File: src/rtl/pipeline_regs_if.sv
// Signal bundle for the IF/ID, ID/EX and EX/MEM pipeline registers.
// The slave modport is the register block; the master modport is the surrounding datapath.
interface pipeline_regs_if #(
  parameter int DATA_W = 32
);
  logic              ifid_en;
  logic [DATA_W-1:0] f_instruction;
  logic [DATA_W-1:0] f_pc_plus4;
  logic [DATA_W-1:0] d_instruction;
  logic [DATA_W-1:0] d_pc_plus4;

  logic              idex_en;
  logic [DATA_W-1:0] d_pc_plus4_in;
  logic [DATA_W-1:0] d_sign_ext;
  logic [DATA_W-1:0] d_read_data1;
  logic [DATA_W-1:0] d_read_data2;
  logic [4:0]        d_rs;
  logic [4:0]        d_rt;
  logic [4:0]        d_rd;
  logic [1:0]        d_alu_op;
  logic [5:0]        d_funct;
  logic              d_reg_write;
  logic              d_mem_to_reg;
  logic              d_branch;
  logic              d_mem_read;
  logic              d_mem_write;
  logic              d_reg_dst;
  logic              d_alu_src;
  logic              d_zero;

  logic [DATA_W-1:0] x_pc_plus4;
  logic [DATA_W-1:0] x_sign_ext;
  logic [DATA_W-1:0] x_read_data1;
  logic [DATA_W-1:0] x_read_data2;
  logic [4:0]        x_rs;
  logic [4:0]        x_rt;
  logic [4:0]        x_rd;
  logic [5:0]        x_funct;
  logic              x_zero;
  logic [1:0]        x_wb;
  logic [2:0]        x_m;
  logic [3:0]        x_ex;

  logic [DATA_W-1:0] x_alu_result;
  logic [DATA_W-1:0] x_write_data;
  logic [4:0]        x_write_reg;
  logic [1:0]        x_wb_in;
  logic [2:0]        x_m_in;
  logic              x_zero_in;

  logic [DATA_W-1:0] m_alu_result;
  logic [DATA_W-1:0] m_write_data;
  logic [4:0]        m_write_reg;
  logic [1:0]        m_wb;
  logic [2:0]        m_m;
  logic              m_zero;

  modport master (
    output ifid_en, f_instruction, f_pc_plus4,
    input  d_instruction, d_pc_plus4,
    output idex_en, d_pc_plus4_in, d_sign_ext, d_read_data1, d_read_data2,
    output d_rs, d_rt, d_rd, d_alu_op, d_funct,
    output d_reg_write, d_mem_to_reg, d_branch, d_mem_read, d_mem_write,
    output d_reg_dst, d_alu_src, d_zero,
    input  x_pc_plus4, x_sign_ext, x_read_data1, x_read_data2,
    input  x_rs, x_rt, x_rd, x_funct, x_zero, x_wb, x_m, x_ex,
    output x_alu_result, x_write_data, x_write_reg, x_wb_in, x_m_in, x_zero_in,
    input  m_alu_result, m_write_data, m_write_reg, m_wb, m_m, m_zero
  );

  modport slave (
    input  ifid_en, f_instruction, f_pc_plus4,
    output d_instruction, d_pc_plus4,
    input  idex_en, d_pc_plus4_in, d_sign_ext, d_read_data1, d_read_data2,
    input  d_rs, d_rt, d_rd, d_alu_op, d_funct,
    input  d_reg_write, d_mem_to_reg, d_branch, d_mem_read, d_mem_write,
    input  d_reg_dst, d_alu_src, d_zero,
    output x_pc_plus4, x_sign_ext, x_read_data1, x_read_data2,
    output x_rs, x_rt, x_rd, x_funct, x_zero, x_wb, x_m, x_ex,
    input  x_alu_result, x_write_data, x_write_reg, x_wb_in, x_m_in, x_zero_in,
    output m_alu_result, m_write_data, m_write_reg, m_wb, m_m, m_zero
  );
endinterface

File: src/rtl/pipeline_regs.sv
// IF/ID, ID/EX and EX/MEM pipeline registers of a 5-stage MIPS-style core.
// IF/ID can stall, ID/EX can inject a control bubble, EX/MEM always advances.
module pipeline_regs #(
  parameter int DATA_W = 32
) (
  input logic           clk,
  input logic           reset,
  pipeline_regs_if.slave bus
);

  function automatic logic [1:0] pack_wb(input logic mem_to_reg, input logic reg_write);
    return {mem_to_reg, reg_write};
  endfunction

  function automatic logic [2:0] pack_m(input logic branch, input logic mem_read,
                                        input logic mem_write);
    return {branch, mem_read, mem_write};
  endfunction

  function automatic logic [3:0] pack_ex(input logic reg_dst, input logic [1:0] alu_op,
                                         input logic alu_src);
    return {reg_dst, alu_op, alu_src};
  endfunction

  logic [DATA_W-1:0] instr_p0;
  logic [DATA_W-1:0] pc4_p0;

  logic [DATA_W-1:0] pc4_p1;
  logic [DATA_W-1:0] sign_ext_p1;
  logic [DATA_W-1:0] rd1_p1;
  logic [DATA_W-1:0] rd2_p1;
  logic [4:0]        rs_p1;
  logic [4:0]        rt_p1;
  logic [4:0]        rd_p1;
  logic [5:0]        funct_p1;
  logic              zero_p1;
  logic [1:0]        wb_p1;
  logic [2:0]        m_p1;
  logic [3:0]        ex_p1;

  logic [DATA_W-1:0] alu_result_p2;
  logic [DATA_W-1:0] write_data_p2;
  logic [4:0]        write_reg_p2;
  logic [1:0]        wb_p2;
  logic [2:0]        m_p2;
  logic              zero_p2;

  // IF/ID: load on ifid_en, hold otherwise
  always_ff @(posedge clk or negedge reset) begin
    if (!reset) begin
      instr_p0 <= '0;
      pc4_p0   <= '0;
    end else if (bus.ifid_en) begin
      instr_p0 <= bus.f_instruction;
      pc4_p0   <= bus.f_pc_plus4;
    end
  end

  // ID/EX: data always captured; a bubble only zeroes the control fields
  always_ff @(posedge clk or negedge reset) begin
    if (!reset) begin
      pc4_p1      <= '0;
      sign_ext_p1 <= '0;
      rd1_p1      <= '0;
      rd2_p1      <= '0;
      rs_p1       <= '0;
      rt_p1       <= '0;
      rd_p1       <= '0;
      funct_p1    <= '0;
      zero_p1     <= 1'b0;
      wb_p1       <= '0;
      m_p1        <= '0;
      ex_p1       <= '0;
    end else begin
      pc4_p1      <= bus.d_pc_plus4_in;
      sign_ext_p1 <= bus.d_sign_ext;
      rd1_p1      <= bus.d_read_data1;
      rd2_p1      <= bus.d_read_data2;
      rs_p1       <= bus.d_rs;
      rt_p1       <= bus.d_rt;
      rd_p1       <= bus.d_rd;
      funct_p1    <= bus.d_funct;
      if (bus.idex_en) begin
        zero_p1 <= bus.d_zero;
        wb_p1   <= pack_wb(bus.d_mem_to_reg, bus.d_reg_write);
        m_p1    <= pack_m(bus.d_branch, bus.d_mem_read, bus.d_mem_write);
        ex_p1   <= pack_ex(bus.d_reg_dst, bus.d_alu_op, bus.d_alu_src);
      end else begin
        zero_p1 <= 1'b0;
        wb_p1   <= '0;
        m_p1    <= '0;
        ex_p1   <= '0;
      end
    end
  end

  // EX/MEM: free-running, captures every edge
  always_ff @(posedge clk or negedge reset) begin
    if (!reset) begin
      alu_result_p2 <= '0;
      write_data_p2 <= '0;
      write_reg_p2  <= '0;
      wb_p2         <= '0;
      m_p2          <= '0;
      zero_p2       <= 1'b0;
    end else begin
      alu_result_p2 <= bus.x_alu_result;
      write_data_p2 <= bus.x_write_data;
      write_reg_p2  <= bus.x_write_reg;
      wb_p2         <= bus.x_wb_in;
      m_p2          <= bus.x_m_in;
      zero_p2       <= bus.x_zero_in;
    end
  end

  assign bus.d_instruction = instr_p0;
  assign bus.d_pc_plus4    = pc4_p0;

  assign bus.x_pc_plus4    = pc4_p1;
  assign bus.x_sign_ext    = sign_ext_p1;
  assign bus.x_read_data1  = rd1_p1;
  assign bus.x_read_data2  = rd2_p1;
  assign bus.x_rs          = rs_p1;
  assign bus.x_rt          = rt_p1;
  assign bus.x_rd          = rd_p1;
  assign bus.x_funct       = funct_p1;
  assign bus.x_zero        = zero_p1;
  assign bus.x_wb          = wb_p1;
  assign bus.x_m           = m_p1;
  assign bus.x_ex          = ex_p1;

  assign bus.m_alu_result  = alu_result_p2;
  assign bus.m_write_data  = write_data_p2;
  assign bus.m_write_reg   = write_reg_p2;
  assign bus.m_wb          = wb_p2;
  assign bus.m_m           = m_p2;
  assign bus.m_zero        = zero_p2;

endmodule

File: src/flat_wrapper.sv
// flat-port wrapper written by rule: the top's interface ports become plain ports
module pipeline_regs_flat 
#(
  parameter int DATA_W = 32
)
  (clk, reset, bus_ifid_en, bus_f_instruction, bus_f_pc_plus4, bus_d_instruction, bus_d_pc_plus4, bus_idex_en, bus_d_pc_plus4_in, bus_d_sign_ext, bus_d_read_data1, bus_d_read_data2, bus_d_rs, bus_d_rt, bus_d_rd, bus_d_alu_op, bus_d_funct, bus_d_reg_write, bus_d_mem_to_reg, bus_d_branch, bus_d_mem_read, bus_d_mem_write, bus_d_reg_dst, bus_d_alu_src, bus_d_zero, bus_x_pc_plus4, bus_x_sign_ext, bus_x_read_data1, bus_x_read_data2, bus_x_rs, bus_x_rt, bus_x_rd, bus_x_funct, bus_x_zero, bus_x_wb, bus_x_m, bus_x_ex, bus_x_alu_result, bus_x_write_data, bus_x_write_reg, bus_x_wb_in, bus_x_m_in, bus_x_zero_in, bus_m_alu_result, bus_m_write_data, bus_m_write_reg, bus_m_wb, bus_m_m, bus_m_zero);
  pipeline_regs_if #(.DATA_W(DATA_W)) bus_i ();
  input logic clk;
  input logic reset;
  input wire logic [$bits(bus_i.ifid_en)-1:0] bus_ifid_en;
  input wire logic [$bits(bus_i.f_instruction)-1:0] bus_f_instruction;
  input wire logic [$bits(bus_i.f_pc_plus4)-1:0] bus_f_pc_plus4;
  output wire logic [$bits(bus_i.d_instruction)-1:0] bus_d_instruction;
  output wire logic [$bits(bus_i.d_pc_plus4)-1:0] bus_d_pc_plus4;
  input wire logic [$bits(bus_i.idex_en)-1:0] bus_idex_en;
  input wire logic [$bits(bus_i.d_pc_plus4_in)-1:0] bus_d_pc_plus4_in;
  input wire logic [$bits(bus_i.d_sign_ext)-1:0] bus_d_sign_ext;
  input wire logic [$bits(bus_i.d_read_data1)-1:0] bus_d_read_data1;
  input wire logic [$bits(bus_i.d_read_data2)-1:0] bus_d_read_data2;
  input wire logic [$bits(bus_i.d_rs)-1:0] bus_d_rs;
  input wire logic [$bits(bus_i.d_rt)-1:0] bus_d_rt;
  input wire logic [$bits(bus_i.d_rd)-1:0] bus_d_rd;
  input wire logic [$bits(bus_i.d_alu_op)-1:0] bus_d_alu_op;
  input wire logic [$bits(bus_i.d_funct)-1:0] bus_d_funct;
  input wire logic [$bits(bus_i.d_reg_write)-1:0] bus_d_reg_write;
  input wire logic [$bits(bus_i.d_mem_to_reg)-1:0] bus_d_mem_to_reg;
  input wire logic [$bits(bus_i.d_branch)-1:0] bus_d_branch;
  input wire logic [$bits(bus_i.d_mem_read)-1:0] bus_d_mem_read;
  input wire logic [$bits(bus_i.d_mem_write)-1:0] bus_d_mem_write;
  input wire logic [$bits(bus_i.d_reg_dst)-1:0] bus_d_reg_dst;
  input wire logic [$bits(bus_i.d_alu_src)-1:0] bus_d_alu_src;
  input wire logic [$bits(bus_i.d_zero)-1:0] bus_d_zero;
  output wire logic [$bits(bus_i.x_pc_plus4)-1:0] bus_x_pc_plus4;
  output wire logic [$bits(bus_i.x_sign_ext)-1:0] bus_x_sign_ext;
  output wire logic [$bits(bus_i.x_read_data1)-1:0] bus_x_read_data1;
  output wire logic [$bits(bus_i.x_read_data2)-1:0] bus_x_read_data2;
  output wire logic [$bits(bus_i.x_rs)-1:0] bus_x_rs;
  output wire logic [$bits(bus_i.x_rt)-1:0] bus_x_rt;
  output wire logic [$bits(bus_i.x_rd)-1:0] bus_x_rd;
  output wire logic [$bits(bus_i.x_funct)-1:0] bus_x_funct;
  output wire logic [$bits(bus_i.x_zero)-1:0] bus_x_zero;
  output wire logic [$bits(bus_i.x_wb)-1:0] bus_x_wb;
  output wire logic [$bits(bus_i.x_m)-1:0] bus_x_m;
  output wire logic [$bits(bus_i.x_ex)-1:0] bus_x_ex;
  input wire logic [$bits(bus_i.x_alu_result)-1:0] bus_x_alu_result;
  input wire logic [$bits(bus_i.x_write_data)-1:0] bus_x_write_data;
  input wire logic [$bits(bus_i.x_write_reg)-1:0] bus_x_write_reg;
  input wire logic [$bits(bus_i.x_wb_in)-1:0] bus_x_wb_in;
  input wire logic [$bits(bus_i.x_m_in)-1:0] bus_x_m_in;
  input wire logic [$bits(bus_i.x_zero_in)-1:0] bus_x_zero_in;
  output wire logic [$bits(bus_i.m_alu_result)-1:0] bus_m_alu_result;
  output wire logic [$bits(bus_i.m_write_data)-1:0] bus_m_write_data;
  output wire logic [$bits(bus_i.m_write_reg)-1:0] bus_m_write_reg;
  output wire logic [$bits(bus_i.m_wb)-1:0] bus_m_wb;
  output wire logic [$bits(bus_i.m_m)-1:0] bus_m_m;
  output wire logic [$bits(bus_i.m_zero)-1:0] bus_m_zero;
  assign bus_i.ifid_en = bus_ifid_en;
  assign bus_i.f_instruction = bus_f_instruction;
  assign bus_i.f_pc_plus4 = bus_f_pc_plus4;
  assign bus_d_instruction = bus_i.d_instruction;
  assign bus_d_pc_plus4 = bus_i.d_pc_plus4;
  assign bus_i.idex_en = bus_idex_en;
  assign bus_i.d_pc_plus4_in = bus_d_pc_plus4_in;
  assign bus_i.d_sign_ext = bus_d_sign_ext;
  assign bus_i.d_read_data1 = bus_d_read_data1;
  assign bus_i.d_read_data2 = bus_d_read_data2;
  assign bus_i.d_rs = bus_d_rs;
  assign bus_i.d_rt = bus_d_rt;
  assign bus_i.d_rd = bus_d_rd;
  assign bus_i.d_alu_op = bus_d_alu_op;
  assign bus_i.d_funct = bus_d_funct;
  assign bus_i.d_reg_write = bus_d_reg_write;
  assign bus_i.d_mem_to_reg = bus_d_mem_to_reg;
  assign bus_i.d_branch = bus_d_branch;
  assign bus_i.d_mem_read = bus_d_mem_read;
  assign bus_i.d_mem_write = bus_d_mem_write;
  assign bus_i.d_reg_dst = bus_d_reg_dst;
  assign bus_i.d_alu_src = bus_d_alu_src;
  assign bus_i.d_zero = bus_d_zero;
  assign bus_x_pc_plus4 = bus_i.x_pc_plus4;
  assign bus_x_sign_ext = bus_i.x_sign_ext;
  assign bus_x_read_data1 = bus_i.x_read_data1;
  assign bus_x_read_data2 = bus_i.x_read_data2;
  assign bus_x_rs = bus_i.x_rs;
  assign bus_x_rt = bus_i.x_rt;
  assign bus_x_rd = bus_i.x_rd;
  assign bus_x_funct = bus_i.x_funct;
  assign bus_x_zero = bus_i.x_zero;
  assign bus_x_wb = bus_i.x_wb;
  assign bus_x_m = bus_i.x_m;
  assign bus_x_ex = bus_i.x_ex;
  assign bus_i.x_alu_result = bus_x_alu_result;
  assign bus_i.x_write_data = bus_x_write_data;
  assign bus_i.x_write_reg = bus_x_write_reg;
  assign bus_i.x_wb_in = bus_x_wb_in;
  assign bus_i.x_m_in = bus_x_m_in;
  assign bus_i.x_zero_in = bus_x_zero_in;
  assign bus_m_alu_result = bus_i.m_alu_result;
  assign bus_m_write_data = bus_i.m_write_data;
  assign bus_m_write_reg = bus_i.m_write_reg;
  assign bus_m_wb = bus_i.m_wb;
  assign bus_m_m = bus_i.m_m;
  assign bus_m_zero = bus_i.m_zero;
  pipeline_regs #(.DATA_W(DATA_W)) u_core (.clk(clk), .reset(reset), .bus(bus_i));
endmodule
File: config.mk
export PLATFORM = sky130hd
export DESIGN_NAME = pipeline_regs_flat
export DESIGN_NICKNAME = d
export VERILOG_FILES = /design/src/rtl/pipeline_regs_if.sv /design/src/rtl/pipeline_regs.sv /design/src/flat_wrapper.sv
export SDC_FILE = /design/constraint.sdc
export NUM_CORES = 1
export LEC_CHECK = 0
export ABC_AREA = 1
export CAP_MARGIN = 5
export CORE_AREA = 2 2 231 233
export CTS_CLUSTER_DIAMETER = 150
export CTS_CLUSTER_SIZE = 40
export DETAILED_ROUTE_END_ITERATION = 10
export DIE_AREA = 0 0 233 235
export GPL_TIMING_DRIVEN = 0
export SETUP_SLACK_MARGIN = 0.4
export SLEW_MARGIN = 20
export SYNTH_ARGS = -nofsm -noshare
export SYNTH_HDL_FRONTEND = slang
export SYNTH_SLANG_ARGS = --single-unit
File: constraint.sdc
create_clock -name clk -period 1.1 [get_ports clk]
set_clock_uncertainty 0.2 [all_clocks]
set_input_delay 0.165 -clock clk [delete_from_list [all_inputs] [get_ports clk]]
set_output_delay 0.165 -clock clk [all_outputs]
set_load 0.005 [all_outputs]
* Yosys cells after proc, flatten, opt, wreduce, memory -nomap -nowiden
Cells that the tools add are included.
** Operators by class
- Multiplexer cells :: 4
** Operator list (count)
- 4-bit 2-to-1 mux :: 1
- 3-bit 2-to-1 mux :: 1
- 2-bit 2-to-1 mux :: 1
- 1-bit 2-to-1 mux :: 1
** Storage, ports and cells
- Output and inout bits :: 298
- Input bits :: 302
- Bits in registers :: 298

* Depth between registers and ports, before layout
Gate-level depths: netlist of the first run.
- Depth in word-level cells :: 1
- Depth in mapped cells :: 4
- Gate-level depth less buffers :: 3

* Worst setup path before layout of the first run
OpenSTA, ideal clock, no wires.
- Kind :: input to register
- Start :: in bus_ifid_en
- End :: reg u_core.instr_p0[10], in the netlist u_core.bus.d_instruction[10]
- Stages :: 4
- Library setup time :: 0.116 ns
- Required time :: 0.784 ns
- Buffers on the path :: 2
- Arrival time :: 0.558 ns
- Path slack :: 0.226 ns
- Path through :: buf_4 clkbuf_8 nand2_1 nand2_1
** RTL lines
- start: declaration :: line flat_wrapper.sv:10 : input wire logic [$bits(bus_i.ifid_en)-1:0] bus_ifid_en;
- end signal: assignment :: line pipeline_regs.sv:54 : instr_p0 <= bus.f_instruction;
- end: declaration :: line pipeline_regs.sv:25 : logic [DATA_W-1:0] instr_p0;

* Worst setup path in the final report of the first run
- Start :: reg u_core.instr_p0[3], in the netlist u_core.bus.d_instruction[3]
- End :: out bus_d_instruction[3]
** RTL lines
- end: declaration :: line flat_wrapper.sv:13 : output wire logic [$bits(bus_i.d_instruction)-1:0] bus_d_instruction;
No word-level cell between the ends.

==> results of run 1 <==
cell type report:
class,count,area [sq um]
Fill cell,5420,37200
Sequential cell,298,7460
Timing Repair Buffer,638,5220
Tap cell,688,861
Multi-Input combinational cell,202,833
Clock buffer,13,325
Buffer,14,156
Clock inverter,4,110
Inverter,11,43.8
Antenna cell,1,2.50
cell usage after synthesis:
master | number | area [sq um]
dfrtp_1 | 298 | 7460
nand2_1 | 202 | 758
inv_1 | 10 | 37.5
buf_2 | 7 | 35.0
clkbuf_8 | 6 | 82.6
buf_4 | 1 | 7.51
inv_2 | 1 | 3.75
worst max-delay path by stage:
stage               depth (start not counted)  slack (ps)                            to                   startpoint
floorplan                                   4         270  u_core.bus.d_instruction[10]                  bus_ifid_en
global placement                            1      -13560      u_core.bus.x_sign_ext[2]                        reset
detailed placement                          5        -620   u_core.bus.d_instruction[2]                  bus_ifid_en
CTS                                         1        -470          bus_d_instruction[3]  u_core.bus.d_instruction[3]
global route                                1        -480          bus_d_instruction[3]  u_core.bus.d_instruction[3]
finish                                      1        -400          bus_d_instruction[3]  u_core.bus.d_instruction[3]
per-layer routing:
layer | vias to the layer above | wire, microns | GRT usage [%] | share of wire, %
met5 | - | 52 | 0 | 0.16
met1 | 3102 | 12000 | 12.3 | 37
li1 | 2869 | - | - | -
met2 | 317 | 16300 | 19.5 | 50
met4 | 8 | 651 | 2.53 | 2.0
met3 | 42 | 3440 | 4.89 | 11
metrics by stage:
step                      setup slack [ps]  util (%)  cells  instance area, sq um  total power [W]
after floorplan                        267         -    525                  8410           0.0124
after global placement              -13560      29.2   1811                 15300           0.0153
after detailed placement              -617      29.4   1814                 15300           0.0153
after CTS                             -469      28.1   1849                 14700           0.0214
after global routing                  -478      28.7   1868                 15000           0.0222
final                                 -402      28.7   1869                 15000           0.0212
where the power goes:
group          internal, W  switching (W)
sequential          0.0116       0.000243
combinational      0.00183        0.00115
clock              0.00273        0.00364
total               0.0161        0.00503
kinds of logic after synthesis:
| family | count (synthesis) |
|---|---|
| buf+inv | 25 |
| flops | 298 |
| simple gates | 202 |
timing repair:
action,4_1_cts,5_1_grt
endpoints found under the hold margin,551,513
buffers inserted,14,16
gates resized for setup,1238,59
pin swaps,20,17
endpoints found under the setup margin,451,631
gates cloned,3,3
==> reports/metrics.csv, run 1 <==
stage,metric,value,unit
timing,setup TNS,-92520,ps
floorplan,core area,52200,sq um
synthesis,main combinational cell family by area after synthesis,simple AND/OR/NAND/NOR gates,
finish,share of cells above drive strength 1,33.8,%
cts,Longest Clk Path Bufs,3,
cts,Num CTS Buffers,12,
timing,RSZ-0062 raised after global routing,yes,
cts,Worst-path clk slew,140,ps
synthesis,Synth Cell Area,8380,sq um
critical_path,Arrival @ worst endpoint,1140,ps
detailed_routing,Starting DRT DRC Count,191,
critical_path,RR Startpoint,u_core.bus.d_pc_plus4[22],
global_route,vias in the first global route,6628,
critical_path,CP Cell Sequence,buf_2,
critical_path,Crit. End Element,primary output,
cts,Worst-Skew Late Latency,530,ps
pwr,Worst VDD drop,1.64,mV
synthesis,Mapped Nets,827,
synthesis,synth unique cells,7,
global_route,Total GRT Usage,11.1,%
placement,RePlAce Congestion,0.796,
synthesis,adder-cell share of the synthesized area,0,%
synthesis,Mapped Cells,525,
cts,CTS Hold Bufs,1,
critical_path,r2r setup slk,60,ps
critical_path,CP startpoint kind,flip-flop,
critical_path,Crit path max-delay family,flip-flops,
pwr,Pwr Density,1410,nW/um^2
detailed_routing,routed length per instance,17.4,microns
detailed_routing,routed vias/inst,3.39,
floorplan,# IOs,600,
run_status,status,"finished, violations left",
timing,hold slack,-510,ps
cts,CTS root buffer,clkbuf_16,
critical_path,"Max FO, Critical Path",2,
critical_path,Critical Path Max Stage Delay,450,ps
hold_path,HP Class,input pin to async pin,
cts,clock sink count,298,
timing,Slew HR,76.6,%
floorplan,Initial Utilization,16.0,%
timing,Final setup viols,298,
detailed_routing,DRT Pass-1 Iters,5,
synthesis,register area share after synthesis,89.0,%
synthesis,Compound-Gate Fraction of Synth Area,0,%
critical_path,WP buf/inv,1,
detailed_routing,Post-Route WL,32.5,mm
cts,H-tree Lvls,1,
detailed_routing,Detail Route Antenna Nets,0,
synthesis,mux cell area share after synthesis,0,%
placement,post-detail-place hpwl,24.8,mm
global_route,first-pass GRT wire length,44.7,mm
pwr,Pleak,7.23,nW
placement,PortBufs,598,
critical_path,reg-to-reg endpoint,u_core.bus.d_pc_plus4[22],
cts,CTS tree,yes,
timing,endpoints failing hold,562,
synthesis,Syn Area/Cell,16.0,sq um
synthesis,Synth Area in XOR/XNOR,0,%
detailed_routing,Post-route DRC,0,
synthesis,Ys Warns,0,
finish,P&R area growth vs syn,79.1,%
floorplan,Die H,235,microns
synthesis,simple-gate share of the synthesized area,9.05,%
timing,crit path time final,1500,ps
timing,Worst-Margin Slew,351,ps
floorplan,Die W,233,microns
critical_path,crit path kind,flip-flop to primary output,
floorplan,Die Area,54800,sq um
timing,PnR worst setup slack,-402,ps
detailed_routing,Vias,6338,
timing,fin crit share,137,%
finish,nets,1479,
timing,Fmax,666,MHz
global_route,largest net degree at the start of global routing,67,
job,max cap viols,0,
floorplan,row cnt,84,
global_route,initial antenna violation count,5,
global_route,GR Overflow Total,0,
critical_path,slowest cell on the critical path,dfrtp_1,
critical_path,CP Data Required Time,730,ps
critical_path,R2R cell count,4,
run_status,failing checks,"hold timing, setup timing",
timing,max-slew violations,0,
finish,most frequent cells in the layout,"clkdlybuf4s50_1, dfrtp_1, buf_2, nand2_1, buf_6",
synthesis,Seq cells post-synth,298,
Power figures use the tool's default switching activity.
==> run 2, diff against run 1 <==
--- a/config.mk
+++ b/config.mk
@@ -7,14 +7,15 @@
 export LEC_CHECK = 0
 export ABC_AREA = 1
 export CAP_MARGIN = 5
-export CORE_AREA = 2 2 231 233
+export CORE_AREA = 2 2 234 236
 export CTS_CLUSTER_DIAMETER = 150
 export CTS_CLUSTER_SIZE = 40
 export DETAILED_ROUTE_END_ITERATION = 10
-export DIE_AREA = 0 0 233 235
+export DIE_AREA = 0 0 236 238
 export GPL_TIMING_DRIVEN = 0
 export SETUP_SLACK_MARGIN = 0.4
 export SLEW_MARGIN = 20
 export SYNTH_ARGS = -nofsm -noshare
 export SYNTH_HDL_FRONTEND = slang
 export SYNTH_SLANG_ARGS = --single-unit
+export TNS_END_PERCENT = 100
==> constraint.sdc (replaced) <==
create_clock -name clk -period 1.5 [get_ports clk]
set_clock_uncertainty 0.2 [all_clocks]
set_input_delay 0.225 -clock clk [delete_from_list [all_inputs] [get_ports clk]]
set_output_delay 0.225 -clock clk [all_outputs]
set_load 0.005 [all_outputs]
==> reports/metrics.csv, run 2 (synthesis gave the netlist of run 1 again) <==
stage,metric,value,unit
timing,crit path time final,1550,ps
detailed_routing,routed vias/inst,3.45,
timing,RSZ-0062 raised after global routing,yes,
pwr,Pleak,8.28,nW
finish,fillers,5297,
timing,Fmax,645,MHz
critical_path,WP buf/inv,1,
cts,Num CTS Buffers,12,
detailed_routing,Vias,7405,
finish,final cell count without fillers,2147,
critical_path,CP Data Required Time,1070,ps
placement,PortBufs,598,
detailed_routing,Starting DRT DRC Count,175,
critical_path,Critical Path Max Stage Delay,460,ps
run_status,failing checks,"hold timing, setup timing",
timing,setup TNS,-237,ps
hold_path,HP Class,input pin to async pin,
pwr,Worst VDD drop,0.964,mV
pwr,Pwr Density,897,nW/um^2
global_route,GR Overflow Total,0,
floorplan,Die Area,56200,sq um
critical_path,slowest cell on the critical path,dfrtp_2,
timing,PnR worst setup slack,-50.6,ps
timing,hold slack,-616,ps
finish,register area,7460,sq um
cts,CTS root buffer,clkbuf_16,
run_status,status,"finished, violations left",
detailed_routing,DRT Pass-1 Iters,4,
floorplan,Die W,236,microns
detailed_routing,Post-route DRC,0,
finish,nets,1747,
placement,placed cells,1822,
detailed_routing,Detail Route Antenna Nets,0,
cts,Worst-Skew Late Latency,520,ps
floorplan,Initial Utilization,15.7,%
timing,endpoints failing hold,228,
cts,Worst-path clk slew,140,ps
placement,RePlAce Congestion,0.849,
global_route,Total GRT Usage,12.7,%
floorplan,row cnt,85,
placement,Place WS,-277,ps
critical_path,Crit path max-delay family,flip-flops,
timing,Slew HR,64.4,%
global_route,largest net degree at the start of global routing,94,
floorplan,Die H,238,microns
job,max cap viols,0,
critical_path,"Max FO, Critical Path",1,
finish,Multi-input gate area,758,sq um
global_route,vias in the first global route,8368,
critical_path,crit path kind,flip-flop to primary output,
critical_path,Crit. End Element,primary output,
global_route,initial antenna violation count,7,
cts,H-tree Lvls,1,
floorplan,# IOs,600,
global_route,first-pass GRT wire length,53.3,mm
detailed_routing,routed length per instance,17.1,microns
cts,Longest Clk Path Bufs,3,
timing,max-slew violations,0,
floorplan,core area,53500,sq um
cts,clock sink count,298,
finish,"Core Util, Final",32.8,%
critical_path,Arrival @ worst endpoint,1130,ps
timing,Worst-Margin Slew,534,ps
critical_path,CP startpoint kind,flip-flop,
finish,most frequent cells in the layout,"clkdlybuf4s50_1, dfrtp_1, dlygate4sd3_1, buf_2, nand2_1",
cts,CTS tree,yes,
finish,share of cells above drive strength 1,25.4,%
critical_path,CP Cell Sequence,buf_6,
detailed_routing,Post-Route WL,36.6,mm
timing,fin crit share,103,%
timing,Final setup viols,16,
placement,post-detail-place hpwl,27.3,mm
finish,P&R area growth vs syn,110,%
==> run 2: cell types whose count changed in the layout (fill, tap and decap cells not counted), moves of 3 or more <==
cell / delta
buf_6: +3
nand2_1: +28
dlygate4sd3_1: +274
clkbuf_16: -3
buf_2: -32
nand2_2: -27
buf_4: +31
==> run 2: worst paths after layout <==
check | from | endpoint | slack, ps | depth (start not counted)
max in group asynchronous | reset | u_core.bus.x_read_data1[5] | 580 | 3
hold / removal | reset | u_core.bus.d_pc_plus4[0] | -620 | 1
setup / recovery | u_core.bus.x_wb[0] | bus_x_wb[0] | -50 | 1
setup reg to reg | u_core.bus.d_pc_plus4[18] | u_core.bus.d_pc_plus4[18] | 440 | 4
hold reg to reg | u_core.bus.d_pc_plus4[10] | u_core.bus.d_pc_plus4[10] | 280 | 2
min in group clk | bus_f_instruction[14] | u_core.bus.d_instruction[14] | 40 | 3
==> run 2: metal layers <==
metal	GRT usage (%)	routed length, microns	up-vias
li1	-	-	3406
met1	14.1	13800	3575
met2	22.4	18300	363
met3	4.34	3170	57
met4	4.52	1290	4
met5	0	33	-
==> run 2: power by group <==
| group | leakage, nW | switching (W) | internal (W) | total [W] |
|---|---|---|---|---|
| clock | 0.187 | 0.00267 | 0.00166 | 0.00433 |
| combinational | 4.58 | 0.000978 | 0.00176 | 0.00274 |
| sequential | 3.52 | 0.000191 | 0.00850 | 0.00869 |
==> run 2: stage by stage <==
stage | power [W] | cell area, sq um | hold slack [ps]
final | 0.0158 | 17600 | -616
after detailed placement | 0.0113 | 15300 | 48.5
after floorplan | 0.00909 | 8380 | -271
after CTS | 0.0161 | 17300 | -636
after global routing | 0.0166 | 17600 | -618
after global placement | 0.0112 | 15200 | 255
==> run 2: what timing repair did <==
item,in CTS,in global routing
endpoints found under the hold margin,499,230
buffers inserted,15,18
hold buffers,272,2
endpoints found under the setup margin,310,312
gates resized for setup,1262,17
==> run 2: layout make-up <==
type	count	share of cell area (%)
Antenna cell	3	0.0427
Buffer	14	0.790
Clock buffer	13	1.85
Clock inverter	4	0.335
Inverter	11	0.249
Multi-Input combinational cell	202	4.32
Sequential cell	298	42.5
Tap cell	696	4.96
Timing Repair Buffer	906	45.0
==> run 3, diff against run 2 <==
--- a/config.mk
+++ b/config.mk
@@ -8,7 +8,7 @@
 export ABC_AREA = 1
 export CAP_MARGIN = 5
 export CORE_AREA = 2 2 234 236
-export CTS_CLUSTER_DIAMETER = 150
+export CTS_CLUSTER_DIAMETER = 30
 export CTS_CLUSTER_SIZE = 40
 export DETAILED_ROUTE_END_ITERATION = 10
 export DIE_AREA = 0 0 236 238
==> reports/metrics.csv, run 3 (synthesis gave the netlist of run 1 again) <==
stage,metric,value,unit
global_route,vias in the first global route,9196,
critical_path,crit path kind,flip-flop to primary output,
detailed_routing,Vias,7980,
placement,dpl cell area,15300,sq um
detailed_routing,routed vias/inst,3.47,
floorplan,Initial Utilization,15.7,%
detailed_routing,Post-route DRC,0,
floorplan,Die Area,56200,sq um
cts,Num CTS Buffers,79,
finish,P&R area growth vs syn,142,%
detailed_routing,Starting DRT DRC Count,201,
global_route,Total GRT Usage,13.6,%
pwr,Pwr Density,1450,nW/um^2
timing,setup TNS,-3570,ps
detailed_routing,DRT Pass-1 Iters,4,
pwr,Worst VDD drop,1.08,mV
timing,Final setup viols,199,
placement,placed cells,1822,
timing,Slew HR,65.4,%
cts,CTS root buffer,clkbuf_16,
floorplan,Die H,238,microns
timing,PnR worst setup slack,-78.1,ps
floorplan,row cnt,85,
cts,Worst-Skew Late Latency,590,ps
global_route,initial antenna violation count,7,
detailed_routing,routed length per instance,16.8,microns
run_status,failing checks,"hold timing, setup timing",
floorplan,core area,53500,sq um
finish,"commonest non-fill, non-tap cell in the layout",clkdlybuf4s50_1,
floorplan,Die W,236,microns
cts,H-tree Lvls,3,
cts,CTS Hold Bufs,291,
critical_path,Crit path max-delay family,flip-flops,
timing,RSZ-0062 raised after global routing,yes,
timing,endpoints failing hold,228,
critical_path,reg-to-reg endpoint,u_core.bus.d_pc_plus4[18],
cts,Longest Clk Path Bufs,3,
pwr,Pleak,9.58,nW
hold_path,HP Class,input pin to async pin,
placement,post-detail-place hpwl,27.3,mm
timing,Fmax,634,MHz
placement,RePlAce Congestion,0.849,
finish,fillers,5040,
detailed_routing,Post-Route WL,38.6,mm
critical_path,WP buf/inv,1,
timing,hold slack,-661,ps
critical_path,Crit. End Element,primary output,
critical_path,CP Data Required Time,1070,ps
cts,Worst-path clk slew,40,ps
placement,PortBufs,598,
global_route,first-pass GRT wire length,56.5,mm
cts,CTS tree,yes,
critical_path,slowest cell on the critical path,dfrtp_2,
critical_path,Arrival @ worst endpoint,1150,ps
global_route,largest net degree at the start of global routing,94,
global_route,GR Overflow Total,0,
finish,Finished Cell Area,20300,sq um
critical_path,Critical Path Max Stage Delay,430,ps
critical_path,CP Cell Sequence,buf_6,
finish,share of cells above drive strength 1,30.8,%
detailed_routing,Detail Route Antenna Nets,0,
critical_path,RR Startpoint,u_core.bus.d_pc_plus4[18],
cts,clock sink count,298,
timing,max-slew violations,0,
run_status,status,"finished, violations left",
critical_path,r2r setup slk,450,ps
floorplan,# IOs,600,
timing,Worst-Margin Slew,518,ps
timing,crit path time final,1580,ps
finish,final cell count without fillers,2297,
timing,fin crit share,105,%
finish,nets,1838,
critical_path,R2R cell count,4,
finish,most frequent cells in the layout,"clkdlybuf4s50_1, dfrtp_1, dlygate4sd3_1, buf_2, nand2_1",
critical_path,"Max FO, Critical Path",1,
critical_path,CP startpoint kind,flip-flop,
job,max cap viols,0,
run 3: through the flow:
stage	hold WS, ps	utilization (%)	worst slack [ps]	power (W)
after floorplan	-271	-	566	0.00909
after global placement	255	28.5	-13110	0.0112
after detailed placement	48.5	28.6	-277	0.0113
after CTS	-605	37.5	-161	0.0297
after global routing	-644	37.9	-150	0.0305
final	-661	37.9	-78.1	0.0293
run 3: worst max-delay path by stage:
stage / startpoint / endpoint / slack (ps) / depth (start not counted)
global placement: reset / u_core.bus.x_m[2] / -13110 / 1
CTS: u_core.bus.x_sign_ext[23] / bus_x_sign_ext[23] / -160 / 1
global route: u_core.bus.x_sign_ext[23] / bus_x_sign_ext[23] / -150 / 1
finish: u_core.bus.x_wb[0] / bus_x_wb[0] / -80 / 1
floorplan: bus_ifid_en / u_core.bus.d_instruction[10] / 570 / 4
detailed placement: bus_ifid_en / u_core.bus.d_pc_plus4[23] / -280 / 5
run 3: layout make-up:
| cell class | count | area, sq um | share of cell area [%] |
|---|---|---|---|
| buffer | 14 | 129 | 0.636 |
| antenna | 3 | 7.51 | 0.0370 |
| multi-input combinational | 202 | 758 | 3.74 |
| timing repair buffer | 930 | 8120 | 40.1 |
| inverter | 11 | 41.3 | 0.204 |
| clock inverter | 44 | 699 | 3.45 |
| sequential | 298 | 7460 | 36.8 |
| tap | 696 | 871 | 4.30 |
| clock buffer | 99 | 2180 | 10.8 |
run 3: timing repair:
| action | CTS | global route |
|---|---|---|
| gates resized for setup | 1261 | 12 |
| endpoints found under the hold margin | 518 | 228 |
| setup endpoints to repair | 308 | 364 |
| setup buffers | 18 | 20 |
run 3: where the power goes:
| group | total [W] | internal [W] | switching [W] |
|---|---|---|---|
| logic | 0.00280 | 0.00180 | 0.00100 |
| registers | 0.00874 | 0.00854 | 0.000196 |
| clock network | 0.0178 | 0.0123 | 0.00546 |
run 3: metal layers:
| layer | track usage (%) | vias to the layer above | wire [microns] |
|---|---|---|---|
| li1 | - | 3662 | - |
| met1 | 14.6 | 3836 | 14500 |
| met2 | 23.2 | 403 | 19300 |
| met3 | 5.31 | 75 | 3510 |
| met4 | 6.93 | 4 | 1270 |
| met5 | 0 | - | 33 |
